==> src/rtl/seg7_pkg.sv <==
// Shared types and helpers for the 7-segment scan controller.
// Optional feature macro: SEG7_LEADING_ZERO_BLANK_EN (see seg7_scan_ctrl.sv).
package seg7_pkg;

  typedef enum logic [1:0] {
    ST_OFF   = 2'd0,
    ST_BLANK = 2'd1,
    ST_SHOW  = 2'd2
  } state_e;

  localparam logic [6:0] SEG_OFF = 7'h00;

  // Hex nibble to active-high segments, bit order gfedcba.
  function automatic logic [6:0] hex2seg(input logic [3:0] v);
    logic [6:0] s;
    case (v)
      4'h0: s = 7'b0111111;
      4'h1: s = 7'b0000110;
      4'h2: s = 7'b1011011;
      4'h3: s = 7'b1001111;
      4'h4: s = 7'b1100110;
      4'h5: s = 7'b1101101;
      4'h6: s = 7'b1111101;
      4'h7: s = 7'b0000111;
      4'h8: s = 7'b1111111;
      4'h9: s = 7'b1101111;
      4'hA: s = 7'b1110111;
      4'hB: s = 7'b1111100;
      4'hC: s = 7'b0111001;
      4'hD: s = 7'b1011110;
      4'hE: s = 7'b1111001;
      default: s = 7'b1110001;
    endcase
    return s;
  endfunction

endpackage

==> src/rtl/seg7_slot_timer.sv <==
// Per-slot cycle counter. Strobes mark the last blank cycle and the last
// cycle of the slot; clr forces the count back to zero on the next edge.
module seg7_slot_timer
  import seg7_pkg::*;
#(
  parameter int PRESCALE     = 1000,
  parameter int BLANK_CYCLES = 16
) (
  input  logic clk,
  input  logic rst_n,
  input  logic clr,
  output logic blank_done,
  output logic slot_end
);

  localparam int CW = (PRESCALE > 1) ? $clog2(PRESCALE) : 1;

  logic [CW-1:0] cnt_q, cnt_d;

  // Count up within a slot, restart on clear.
  always_comb begin
    cnt_d = clr ? '0 : cnt_q + 1'b1;
  end

  // Counter register.
  always_ff @(posedge clk or negedge rst_n) begin
    if (!rst_n) cnt_q <= '0;
    else        cnt_q <= cnt_d;
  end

  assign slot_end = (cnt_q == CW'(PRESCALE - 1));

  // With no blank phase the strobe is never needed.
  generate
    if (BLANK_CYCLES > 0) begin : g_blank
      assign blank_done = (cnt_q == CW'(BLANK_CYCLES - 1));
    end else begin : g_noblank
      assign blank_done = 1'b0;
    end
  endgenerate

endmodule

==> src/rtl/seg7_scan_ctrl.sv <==
// Multiplexed 7-segment scan controller: FSM, digit ring, shadow/display
// registers and registered outputs. Shadow writes land on the display
// atomically at frame wrap (or continuously while the display is off).
// Optional: define SEG7_LEADING_ZERO_BLANK_EN to blank leading zero digits.
module seg7_scan_ctrl
  import seg7_pkg::*;
#(
  parameter int DIGITS       = 4,
  parameter int PRESCALE     = 1000,
  parameter int BLANK_CYCLES = 16
) (
  input  logic                      clk,
  input  logic                      rst_n,
  input  logic                      enabled,
  input  logic                      wr_en,
  input  logic [$clog2(DIGITS)-1:0] wr_idx,
  input  logic [3:0]                wr_data,
  input  logic                      wr_dp,
  output logic [DIGITS-1:0]         digit_sel,
  output logic [6:0]                seg,
  output logic                      dp,
  output logic                      frame_done
);

  localparam int     IW       = $clog2(DIGITS);
  localparam state_e FIRST_ST = (BLANK_CYCLES == 0) ? ST_SHOW : ST_BLANK;

  state_e                  state_q, state_d;
  logic [IW-1:0]           idx_q, idx_d;
  logic [DIGITS-1:0][3:0]  shadow_q, shadow_d, disp_q, disp_d;
  logic [DIGITS-1:0]       shadow_dp_q, shadow_dp_d, disp_dp_q, disp_dp_d;
  logic [DIGITS-1:0]       sel_q, sel_d;
  logic [6:0]              seg_q, seg_d;
  logic                    dp_q, dp_d, fd_q, fd_d;
  logic                    blank_done, slot_end, tmr_clr, last_idx, wrap, commit;
  logic [DIGITS-1:0]       lz_mask;

  assign last_idx = (idx_q == IW'(DIGITS - 1));
  // The last slot of the frame ends; disabling suppresses the pulse.
  assign wrap     = enabled && (state_q == ST_SHOW) && slot_end && last_idx;
  assign tmr_clr  = !enabled || (state_q == ST_OFF) || slot_end;
  assign commit   = (state_q == ST_OFF) || wrap;

  seg7_slot_timer #(
    .PRESCALE     (PRESCALE),
    .BLANK_CYCLES (BLANK_CYCLES)
  ) u_timer (
    .clk        (clk),
    .rst_n      (rst_n),
    .clr        (tmr_clr),
    .blank_done (blank_done),
    .slot_end   (slot_end)
  );

  // Next state and digit index.
  always_comb begin
    state_d = state_q;
    idx_d   = idx_q;
    if (!enabled) begin
      state_d = ST_OFF;
      idx_d   = '0;
    end else begin
      case (state_q)
        ST_OFF: begin
          state_d = FIRST_ST;
          idx_d   = '0;
        end
        ST_BLANK: begin
          if (blank_done) state_d = ST_SHOW;
        end
        ST_SHOW: begin
          if (slot_end) begin
            state_d = FIRST_ST;
            idx_d   = last_idx ? '0 : idx_q + 1'b1;
          end
        end
        default: state_d = ST_OFF;
      endcase
    end
  end

  // Shadow writes; a write on the commit edge is folded into the commit.
  always_comb begin
    shadow_d    = shadow_q;
    shadow_dp_d = shadow_dp_q;
    if (wr_en && (int'(wr_idx) < DIGITS)) begin
      shadow_d[wr_idx]    = wr_data;
      shadow_dp_d[wr_idx] = wr_dp;
    end
    disp_d    = commit ? shadow_d    : disp_q;
    disp_dp_d = commit ? shadow_dp_d : disp_dp_q;
  end

`ifdef SEG7_LEADING_ZERO_BLANK_EN
  // Mark zero digits above the highest nonzero one; digit 0 always shows.
  always_comb begin
    logic above;
    lz_mask = '0;
    above   = 1'b1;
    for (int i = DIGITS - 1; i > 0; i--) begin
      above      = above && (disp_q[i] == 4'h0);
      lz_mask[i] = above;
    end
  end
`else
  assign lz_mask = '0;
`endif

  // Output decode from the current state/index, registered below.
  always_comb begin
    sel_d = '0;
    seg_d = SEG_OFF;
    dp_d  = 1'b0;
    fd_d  = wrap;
    if (state_q == ST_SHOW) begin
      sel_d = {{(DIGITS-1){1'b0}}, 1'b1} << idx_q;
      seg_d = lz_mask[idx_q] ? SEG_OFF : hex2seg(disp_q[idx_q]);
      dp_d  = disp_dp_q[idx_q];
    end
  end

  // All state and output registers.
  always_ff @(posedge clk or negedge rst_n) begin
    if (!rst_n) begin
      state_q     <= ST_OFF;
      idx_q       <= '0;
      shadow_q    <= '0;
      shadow_dp_q <= '0;
      disp_q      <= '0;
      disp_dp_q   <= '0;
      sel_q       <= '0;
      seg_q       <= SEG_OFF;
      dp_q        <= 1'b0;
      fd_q        <= 1'b0;
    end else begin
      state_q     <= state_d;
      idx_q       <= idx_d;
      shadow_q    <= shadow_d;
      shadow_dp_q <= shadow_dp_d;
      disp_q      <= disp_d;
      disp_dp_q   <= disp_dp_d;
      sel_q       <= sel_d;
      seg_q       <= seg_d;
      dp_q        <= dp_d;
      fd_q        <= fd_d;
    end
  end

  assign digit_sel  = sel_q;
  assign seg        = seg_q;
  assign dp         = dp_q;
  assign frame_done = fd_q;

endmodule

==> config.mk <==
export PLATFORM = sky130hd
export DESIGN_NAME = seg7_scan_ctrl
export DESIGN_NICKNAME = d
export VERILOG_FILES = /design/src/rtl/seg7_pkg.sv /design/src/rtl/seg7_slot_timer.sv /design/src/rtl/seg7_scan_ctrl.sv
export SDC_FILE = /design/constraint.sdc
export NUM_CORES = 1
export LEC_CHECK = 0
export CAP_MARGIN = 20
export CORE_ASPECT_RATIO = 0.6
export CORE_UTILIZATION = 58
export CTS_BUF_LIST = sky130_fd_sc_hd__clkbuf_16
export CTS_CLUSTER_DIAMETER = 60
export DETAILED_ROUTE_END_ITERATION = 10
export GPL_TIMING_DRIVEN = 0
export HOLD_SLACK_MARGIN = 0.03
export PLACE_DENSITY = 0.79
export SLEW_MARGIN = 20
export SYNTH_ARGS = -nofsm -noshare
export SYNTH_HDL_FRONTEND = slang
export SYNTH_SLANG_ARGS = --single-unit
export TNS_END_PERCENT = 100
==> constraint.sdc <==
create_clock -name clk -period 2.9 [get_ports clk]
set_clock_uncertainty 0.2 [all_clocks]
set_input_delay 0.58 -clock clk [delete_from_list [all_inputs] [get_ports clk]]
set_output_delay 0.58 -clock clk [all_outputs]
set_load 0.01 [all_outputs]
Yosys cells after proc, flatten, opt, wreduce, memory -nomap -nowiden --
Memories as Yosys holds them, arrays and structs flattened. Index checks and enable logic that the tools add are counted. Widths: inputs -> output; s select.
Storage, ports and cells: memory bits (read-only) 112, memories kept 1, register bits 67, bits of input ports 11, output and inout port bits 13, word-level logic and storage cells 70
Cells by class: multiplexer cells 27, shift operators 1, reductions and logical operators 11, $lt $le $gt $ge 3, equality and inequality tests 8, add/sub/neg operators 2
Memories:
- (no name shown) | words 16, bits a word 7, rd ports 1, clocked after Yosys merged registers in 0, write ports 0, line seg7_pkg.sv:16 | case (v)
Operator list (number):
- $bwmux 16 | 1
- $mux 16 | 1
- $mux 4 | 4
- $mux 7 | 2
- $mux 2 | 6
- $add 10x1->10 const B | 1
- $eq 10x10->1 const B | 1
- $eq 10x4->1 const B | 1
- $mux 10 | 1
- $bmux 4 s2 | 1
- $demux 4 s2 | 1
- $lt 2x3->1 const B | 2
- $ne 3x3->1 const B | 2
- $pmux 2 s3 | 1
- $bmux 1 s2 | 2
- $bwmux 4 | 1
- $eq 2x2->1 const B | 2
- $logic_and 1x1->1 | 4
- $mux 1 | 4
- $pmux 2 s2 | 1
- $reduce_and 2->1 | 2
- $shl 1x2->4 const A | 1
- $logic_or 1x1->1 | 3
- $ne 3x1->1 const B | 1
- 6 further kinds | 6

Longest topological paths before layout --
Gate-level depths: netlist of run 1.
depth after elaboration 6, depth in mapped cells 8, depth with buffers taken out 7

By module --
A second synthesis of run 1 with hierarchy kept.
Unflattened totals: cells, all modules 227, area, all modules 3029.2 µm²
By module, submodules not included:
- seg7_scan_ctrl | times used 1, cells each 179, area an instance 2542.4 µm², seq. area each 1426.4 µm²
- seg7_slot_timer | times used 1, cells each 48, area an instance 486.7 µm², seq. area each 250.2 µm²

Worst setup path after synthesis of run 1 --
OpenSTA, ideal clock, no wires.
path kind register to register, from register idx_q[0], to register seg_q[0], in the netlist seg[0], stages on the path, launching flop included 7, buffers on the path 1, clock period less this slack 2119 ps, library setup time 72 ps, arrival 1846 ps, path slack 781 ps, data required time 2628 ps, cell sequence dfrtp_1 buf_6 mux4_2 ha_1 or3b_1 o221a_1 nor2_1
Between the ends: longest elaborated chain between the ends 5, elaborated cells between the ends (all ways) 7, classes of those cells mux: 6; memory: 1
Ends and longest elaborated chain:
- start, declared | line seg7_scan_ctrl.sv:29 | logic [IW-1:0] idx_q, idx_d;
- start signal, assigned | line seg7_scan_ctrl.sv:137 | idx_q <= idx_d;
- $bmux 4 s2 | line seg7_scan_ctrl.sv:117 | seg_d = lz_mask[idx_q] ? SEG_OFF : hex2seg(disp_q[idx_q]);
- $mux 4 (implied by the code) | line seg7_scan_ctrl.sv:117
- $mem_v2 16x7
- $mux 7 (*) | line seg7_scan_ctrl.sv:117
- $mux 7 (*) | line seg7_scan_ctrl.sv:115 | if (state_q == ST_SHOW) begin
- net seg_d[0] | line seg7_scan_ctrl.sv:33 | logic [6:0] seg_q, seg_d;
- end signal, assigned | line seg7_scan_ctrl.sv:143 | seg_q <= seg_d;
- end, declared | line seg7_scan_ctrl.sv:33
Mark *: on every way through the listed nets, which the timed path passes. The rest lies on a longest branch. The select of a mux whose other input is x is not followed. A chain may end at the register's enable or synchronous reset.

==> impl_results.md, run 1 <==
- Status: finished with violations
- Failing checks: DRC
- Worst path slowest cell: nor3b_1
- Placed Instance Area: 3530 um2
- Mapped Area: 3200 um2
- TritonCTS Buffers: 9
- Worst setup SP type: primary input
- Placer Congestion: 0.855
- Critical path peak fanout: 5
- WP data required: 2.91 ns
- CTS max path bufs: 2
- Die ar.: 5840 um2
- Drt pass-1 iters: 7
- Fin cells: 336
- Period utilization: 0.890
- Share of layout cells above drive strength 1: 0.289
- Vias per cell: 5.60
- Worst EP arrival: 2.59 ns
- Syn_nets: 254
- YS warnings: 0
- Die width: 98.0 um
- Compound-cell area share of the yosys netlist: 0.0449
- Post-synth EDFFs: 0
- Post-synthesis adder-cell area fraction: 0.0430
- Delay-heaviest family, CP: simple AND/OR/NAND/NOR gates
- Fmax: 388 MHz
- CTS H-tree lvls: 3
- Placed insts: 321
- Sequential area share after synthesis: 0.523
- GRT Overall Usage: 0.241
- Worst-path cell chain: clkdlybuf4s50_1 -> nor3b_1 -> mux2_2 -> mux2_4
- Filler cell count in the final layout: 354
- Synth unique cells: 46
- Top cell type's share of synthesized area: 0.523
- Mux share of post-synthesis cell area: 0.212
- Reg area: 1680 um2
- Iter 0 DRT Violations: 114
- Antenna Violating Nets Remaining: 0
- Post-Synth Simple-Gate Area: 0.111
- Dominant cells by area after synthesis: dfrtp_1 52%, mux2_4 9.4%, mux2_2 7.4%
- Area growth, synth to finish: 19.0%
- Ys async rst share: 1.00
- First-pass GRT wire length: 10100 um
- Starting Density: 0.619
- Grt total ovfl: 0
- Max-slew headroom: 0.362
- Initial antenna violation count: 0
- RSZ-0062 raised after global routing: no
- Largest stage delay, worst path: 0.80 ns
- Worst Hold Class: register to register
- Hold Fails Final Rpt: 0
- Max Transition Viols Final: 0
- Synth Area in XOR/XNOR: 0.0246
- Fin area: 3810 um2
- Vias in the first global route: 2009
- Post-DP HPWL: 3980 um
- # hold bufs at CTS: 1
- Yosys top cell by area: dfrtp_1
- Largest family of logic cells by synthesized area: multiplexers
- WP buf/inv: 1
- Leak: 0.00171 uW
- Core Rows: 20
- CTS tree: done
- Gate Count Post-Synth: 232
- Clk_lat worst skew: 0.33 ns
- Count leader, synth: dfrtp_1
- Primary FF master, synth: dfrtp_1
- Post CTS Setup Buffer Count: 0
- Core Area: 5180 um2
- Die Ht: 59.6 um
- CTS root buf: clkbuf_16
- Antenna Cells: 0
- DR vias: 1880
- CP endpoint kind: register
- Post-Syn Area per Cell: 13.8 um2
- I/O pins: 24
- Fin crit period: 2.58 ns
- Crit Path Category: primary input to register
- Largest net degree at the start of global routing: 54
- Worst VDD drop: 0.400 mV
- Reg clk slew, reported paths: 0.05 ns
- Power density over the cells: 664 nW/um2
- Remaining routing DRC violations: 4
- Final WL: 5830 um
- Worst Tran Pin Value: 0.955 ns
- Multi-input gate area: 1400 um2
- Seq cells post-synth: 67
- CTS resizes: 0
- Wire per inst: 17.4 um
- Synth top cells by count: 67 x dfrtp_1, 21 x mux2_2, 20 x mux2_4, 14 x nor2_1, 11 x ha_1
- Clock sink count: 67
- MaxCap Viol Count: 0
- Nets: 289
- # port buffers: 22
- Final Setup Violations: 0
[logic make-up (layout without fill, tap and decap cells)]
family	after synthesis	count (layout)
AOI/OAI and AO/OA	17	17
xor gates and xnor gates	9	9
adders and majority gates	11	11
buffers and inverters	20	58
DFF	67	67
muxes	49	49
and+or+nand+nor	59	59
[final cells by class]
class	count	area share
Clock buffer	9	0.0591
Tap cell	66	0.0217
Multi-Input combinational cell	145	0.366
Clock inverter	5	0.0121
Inverter	9	0.00886
Timing Repair Buffer	24	0.0669
Buffer	11	0.0259
Sequential cell	67	0.440
[state kept, by name (all words and copies together), names as in the netlist]
register       cells
dp                 1
state_q            2
idx_q              2
frame_done         1
u_timer.cnt_q     10
shadow_dp_q        4
digit_sel          4
seg                7
shadow_q          16
disp_q            16
disp_dp_q          4
[worst reg2reg max path: stages, from the launching register on]
cell and delay (ns):
dfrtp_1 0.40, buf_6 0.19, mux4_2 0.59, ha_1 0.26, or3b_1 0.37, o221a_1 0.12
nor2_1 0.08
[metrics by stage]
| stage | hold slack, ns | utilization | setup TNS [ns] | power, uW | setup WS (ns) |
|---|---|---|---|---|---|
| 3_5_place_dp | 0.250 | 0.682 | -0.216 | 1550 | -0.0466 |
| 5_1_grt | 0.288 | 0.736 | 0 | 2660 | 0.233 |
| 4_1_cts | 0.258 | 0.736 | 0 | 2560 | 0.298 |
| 3_3_place_gp | 0.239 | 0.677 | -76.92 | 1520 | -1.15 |
| 2_1_floorplan | 0.0844 | - | 0 | 1430 | 0.781 |
| 6_report | 0.254 | 0.736 | 0 | 2530 | 0.320 |
[placed cells by master (no fill, tap or decap), drive strengths merged, types with 2 or more instances in the layout]
cell	Yosys	routed
clkbuf	1	10
clkdlybuf4s50	0	21
nor3	2	2
buf	10	12
a21oi	3	3
xnor2	3	3
and2	9	9
o221a	2	2
mux4	5	5
nand2	4	4
nor2b	3	3
mux2	41	41
nand2b	2	2
and3	3	3
ha	11	11
xor2	6	6
dfrtp	67	67
nand3	8	8
clkinv	0	4
nand4	4	4
o21ai	4	4
inv	9	9
nor2	14	14
mux2i	3	3
a221oi	2	2
nand3b	3	3
[routing by layer]
| layer | vias up | wire length, um | part of all wire | global-route usage |
|---|---|---|---|---|
| met2 | 45 | 2680 | 0.46 | 0.364 |
| met1 | 943 | 2790 | 0.48 | 0.325 |
| li1 | 885 | - | - | - |
| met4 | 0 | 51 | 0.0087 | 0.0909 |
| met5 | - | 0 | 0 | 0 |
| met3 | 7 | 312 | 0.054 | 0.0837 |
[where the power goes]
part / switching, uW / internal (uW) / leakage [uW]
clock network: 354 / 643 / 0.000134
registers: 56.0 / 1060 / 0.000848
logic: 182 / 239 / 0.000731
total: 592 / 1940 / 0.00171
[path summary, 6_finish.rpt]
kind                       slack [ns]  cells after the start              from                to
max reg2reg                      0.63                      6          idx_q[0]            seg[0]
min                              0.25                      1  u_timer.cnt_q[0]  u_timer.cnt_q[0]
max                              0.32                      4             wr_en         disp_q[3]
max in group asynchronous        1.55                      3             rst_n  u_timer.cnt_q[6]
min reg2reg                      0.25                      1  u_timer.cnt_q[0]  u_timer.cnt_q[0]
min in group asynchronous        0.45                      2             rst_n       shadow_q[0]
Note: power is estimated with default switching activity, not from simulation.
==> run 2: changes to the inputs <==
--- a/config.mk
+++ b/config.mk
@@ -9,7 +9,6 @@
 export CORE_ASPECT_RATIO = 0.6
 export CORE_UTILIZATION = 58
 export CTS_BUF_LIST = sky130_fd_sc_hd__clkbuf_16
-export CTS_CLUSTER_DIAMETER = 60
 export DETAILED_ROUTE_END_ITERATION = 10
 export GPL_TIMING_DRIVEN = 0
 export HOLD_SLACK_MARGIN = 0.03
==> results of run 2 <==
Final layout, timing and power as in run 1 (identical DEF).
==> run 3: changes to the inputs <==
--- a/config.mk
+++ b/config.mk
@@ -7,12 +7,12 @@
 export LEC_CHECK = 0
 export CAP_MARGIN = 20
 export CORE_ASPECT_RATIO = 0.6
-export CORE_UTILIZATION = 58
+export CORE_UTILIZATION = 52
 export CTS_BUF_LIST = sky130_fd_sc_hd__clkbuf_16
 export DETAILED_ROUTE_END_ITERATION = 10
 export GPL_TIMING_DRIVEN = 0
 export HOLD_SLACK_MARGIN = 0.03
-export PLACE_DENSITY = 0.79
+export PLACE_DENSITY = 0.72
 export SLEW_MARGIN = 20
 export SYNTH_ARGS = -nofsm -noshare
 export SYNTH_HDL_FRONTEND = slang
==> run 3 against run 2 <==
  * Worst hold slack got worse by 0.00072 ns
  * Critical path type unchanged
  * Power rose by 0.54%
  * Largest cell class unchanged
  * Combinational power barely moved
  * Core utilization fell by 7.1 points
  * Highest routed layer unchanged
  * The run now ends clean
==> impl_results.md, run 3 (synthesis gave the netlist of run 1 again) <==
- WP data required: 2.91 ns (about the same)
- Filler cell count in the final layout: 422 (+19%)
- First-pass GRT wire length: 9750 um (-3.6%)
- Fin crit period: 2.65 ns (+0.0703 ns)
- RSZ-0062 raised after global routing: no
- Max Transition Viols Final: 0 (unchanged)
- Leak: 0.00172 uW (+0.70%)
- Nets: 289 (unchanged)
- Starting Density: 0.557 (-0.0617)
- Worst EP arrival: 2.66 ns (+0.07 ns)
- DR vias: 1853 (-1.4%)
- Drt pass-1 iters: 4 (-3)
- CP startpoint: wr_en
- CTS max path bufs: 2 (unchanged)
- Worst Hold Class: register to register
- Most common cell after layout, fill and taps aside: dfrtp_1
- # port buffers: 22 (unchanged)
- Die width: 103 um (+5.5%)
- Hold Fails Final Rpt: 0 (unchanged)
- Fin cells: 351 (+4.5%)
- Reg2reg end: seg[0]
- Vias in the first global route: 1937 (-3.6%)
- TritonCTS Buffers: 9 (unchanged)
- CTS root buf: clkbuf_16
- Status: finished clean
- Biggest regs: disp_q x16, shadow_q x16, u_timer.cnt_q x10
- Wire per inst: 16.0 um (-7.8%)
- Iter 0 DRT Violations: 68 (-40%)
- Fin util: 0.665 (-0.0709)
- Worst setup SP type: primary input
- Total power: 2550 uW (+0.54%)
- Final WL: 5620 um (-3.7%)
- Most frequent cells in the layout: 67 x dfrtp_1, 21 x mux2_2, 21 x clkdlybuf4s50_1
- Worst path slowest cell: nor3b_1
- Crit Path Category: primary input to register
- Largest net degree at the start of global routing: 43 (-20%)
- Antenna Violating Nets Remaining: 0 (unchanged)
- CTS H-tree lvls: 3 (unchanged)
- Die Ht: 62.8 um (+5.4%)
- Grt total ovfl: 0 (unchanged)
- CP Capture Point: disp_q[2]
- Fmax: 377 MHz (-2.7%)
- R2R setup slack: 0.63 ns (about the same)
- Final Setup Violations: 0 (unchanged)
- Setup ws final: 0.250 ns (-0.0703 ns)
- Reg area: 1680 um2 (unchanged)
- I/O pins: 24 (unchanged)
- Placer Congestion: 0.776 (-9.3%)
- Reg clk slew, reported paths: 0.05 ns (about the same)
- MaxCap Viol Count: 0 (unchanged)
- Max-slew headroom: 0.308 (-0.0537)
- Post-DP HPWL: 3860 um (-2.8%)
- Worst VDD drop: 0.341 mV (-15%)
- Place WS: -0.0854 ns (-0.0387 ns)
- Area growth, synth to finish: 19.5%
- CTS tree: done
- R2r startpoint: idx_q[0]
- Path depth of the worst reg2reg path: 6 (unchanged)
- Die ar.: 6490 um2 (+11%)
- Vias per cell: 5.28 (-5.6%)
- Post CTS Setup Buffer Count: 0 (unchanged)
- Placed insts: 335 (+4.4%)
- Fin Hold WS: 0.254 ns (-0.000723 ns)
- Power density over the cells: 665 nW/um2 (+0.15%)
- Initial antenna violation count: 0 (unchanged)
- Clk_lat worst skew: 0.33 ns (about the same)
- CP endpoint kind: register
- GRT Overall Usage: 0.207 (-0.0341)
- Worst-path cell chain: clkdlybuf4s50_1 -> nor3b_1 -> mux2_2 -> mux2_4
- Multi-input gate area: 1400 um2 (unchanged)
- Worst Tran Pin Value: 1.04 ns (+0.0803 ns)
- Critical path peak fanout: 5 (unchanged)
- Clock sink count: 67 (unchanged)
- Largest stage delay, worst path: 0.86 ns (+0.06 ns)
- CTS resizes: 0 (unchanged)
- Remaining routing DRC violations: 0 (-4)
- Share of layout cells above drive strength 1: 0.292 (+0.00262)
- Core Area: 5750 um2 (+11%)
- Antenna Cells: 0 (unchanged)
- Core Rows: 21 (+5.0%)
- Period utilization: 0.914 (+0.0242)
- # hold bufs at CTS: 1 (unchanged)
[run 3: cell types whose count changed in the layout (fill, tap and decap cells not counted)]
cell      change
clkinv_1      -3
buf_16        -1
inv_1         +3
buf_12        +1
clkinv_2      +1
[run 3: where the power goes]
part,internal (uW),switching (uW)
Combinational,238,180
Clock,647,372
Sequential,1060,52.3
[run 3: through the flow]
stage / setup TNS, ns / area, um2
5_1_grt: 0 / 3830
3_3_place_gp: -76.25 / 3520
4_1_cts: 0 / 3830
2_1_floorplan: 0 / 3200
3_5_place_dp: -0.424 / 3540
6_report: 0 / 3830
[run 3: worst max-delay path, delay by kind of cell]
kind | cells | cell delay, ns
simple gates | 1 | 0.86
mux | 2 | 0.70
buf+inv | 1 | 0.52
[run 3: cell type report]
type                       count  share of cell area
clock buffer                   9              0.0588
timing repair buffer          24              0.0647
inverter                       9             0.00882
tap                           80              0.0261
multi-input combinational    145               0.364
sequential                    67               0.438
buffer                        11              0.0258
clock inverter                 6              0.0134
[run 3: worst min path at each step]
stage / cells past startpoint / startpoint / end / slack, ns
after floorplan: 0 / rst_n / digit_sel[0] / 0.08
after global placement: 1 / u_timer.cnt_q[0] / u_timer.cnt_q[0] / 0.24
after detailed placement: 1 / u_timer.cnt_q[0] / u_timer.cnt_q[0] / 0.25
after CTS: 1 / u_timer.cnt_q[0] / u_timer.cnt_q[0] / 0.26
after global routing: 1 / u_timer.cnt_q[0] / u_timer.cnt_q[0] / 0.29
final: 1 / u_timer.cnt_q[0] / u_timer.cnt_q[0] / 0.25
[run 3: layer usage]
layer / track usage / part of all wire / up-vias
li1: - / - / 890
met1: 0.303 / 0.53 / 917
met2: 0.275 / 0.41 / 41
met3: 0.0906 / 0.045 / 5
met4: 0.0563 / 0.012 / 0
met5: 0 / 0 / -
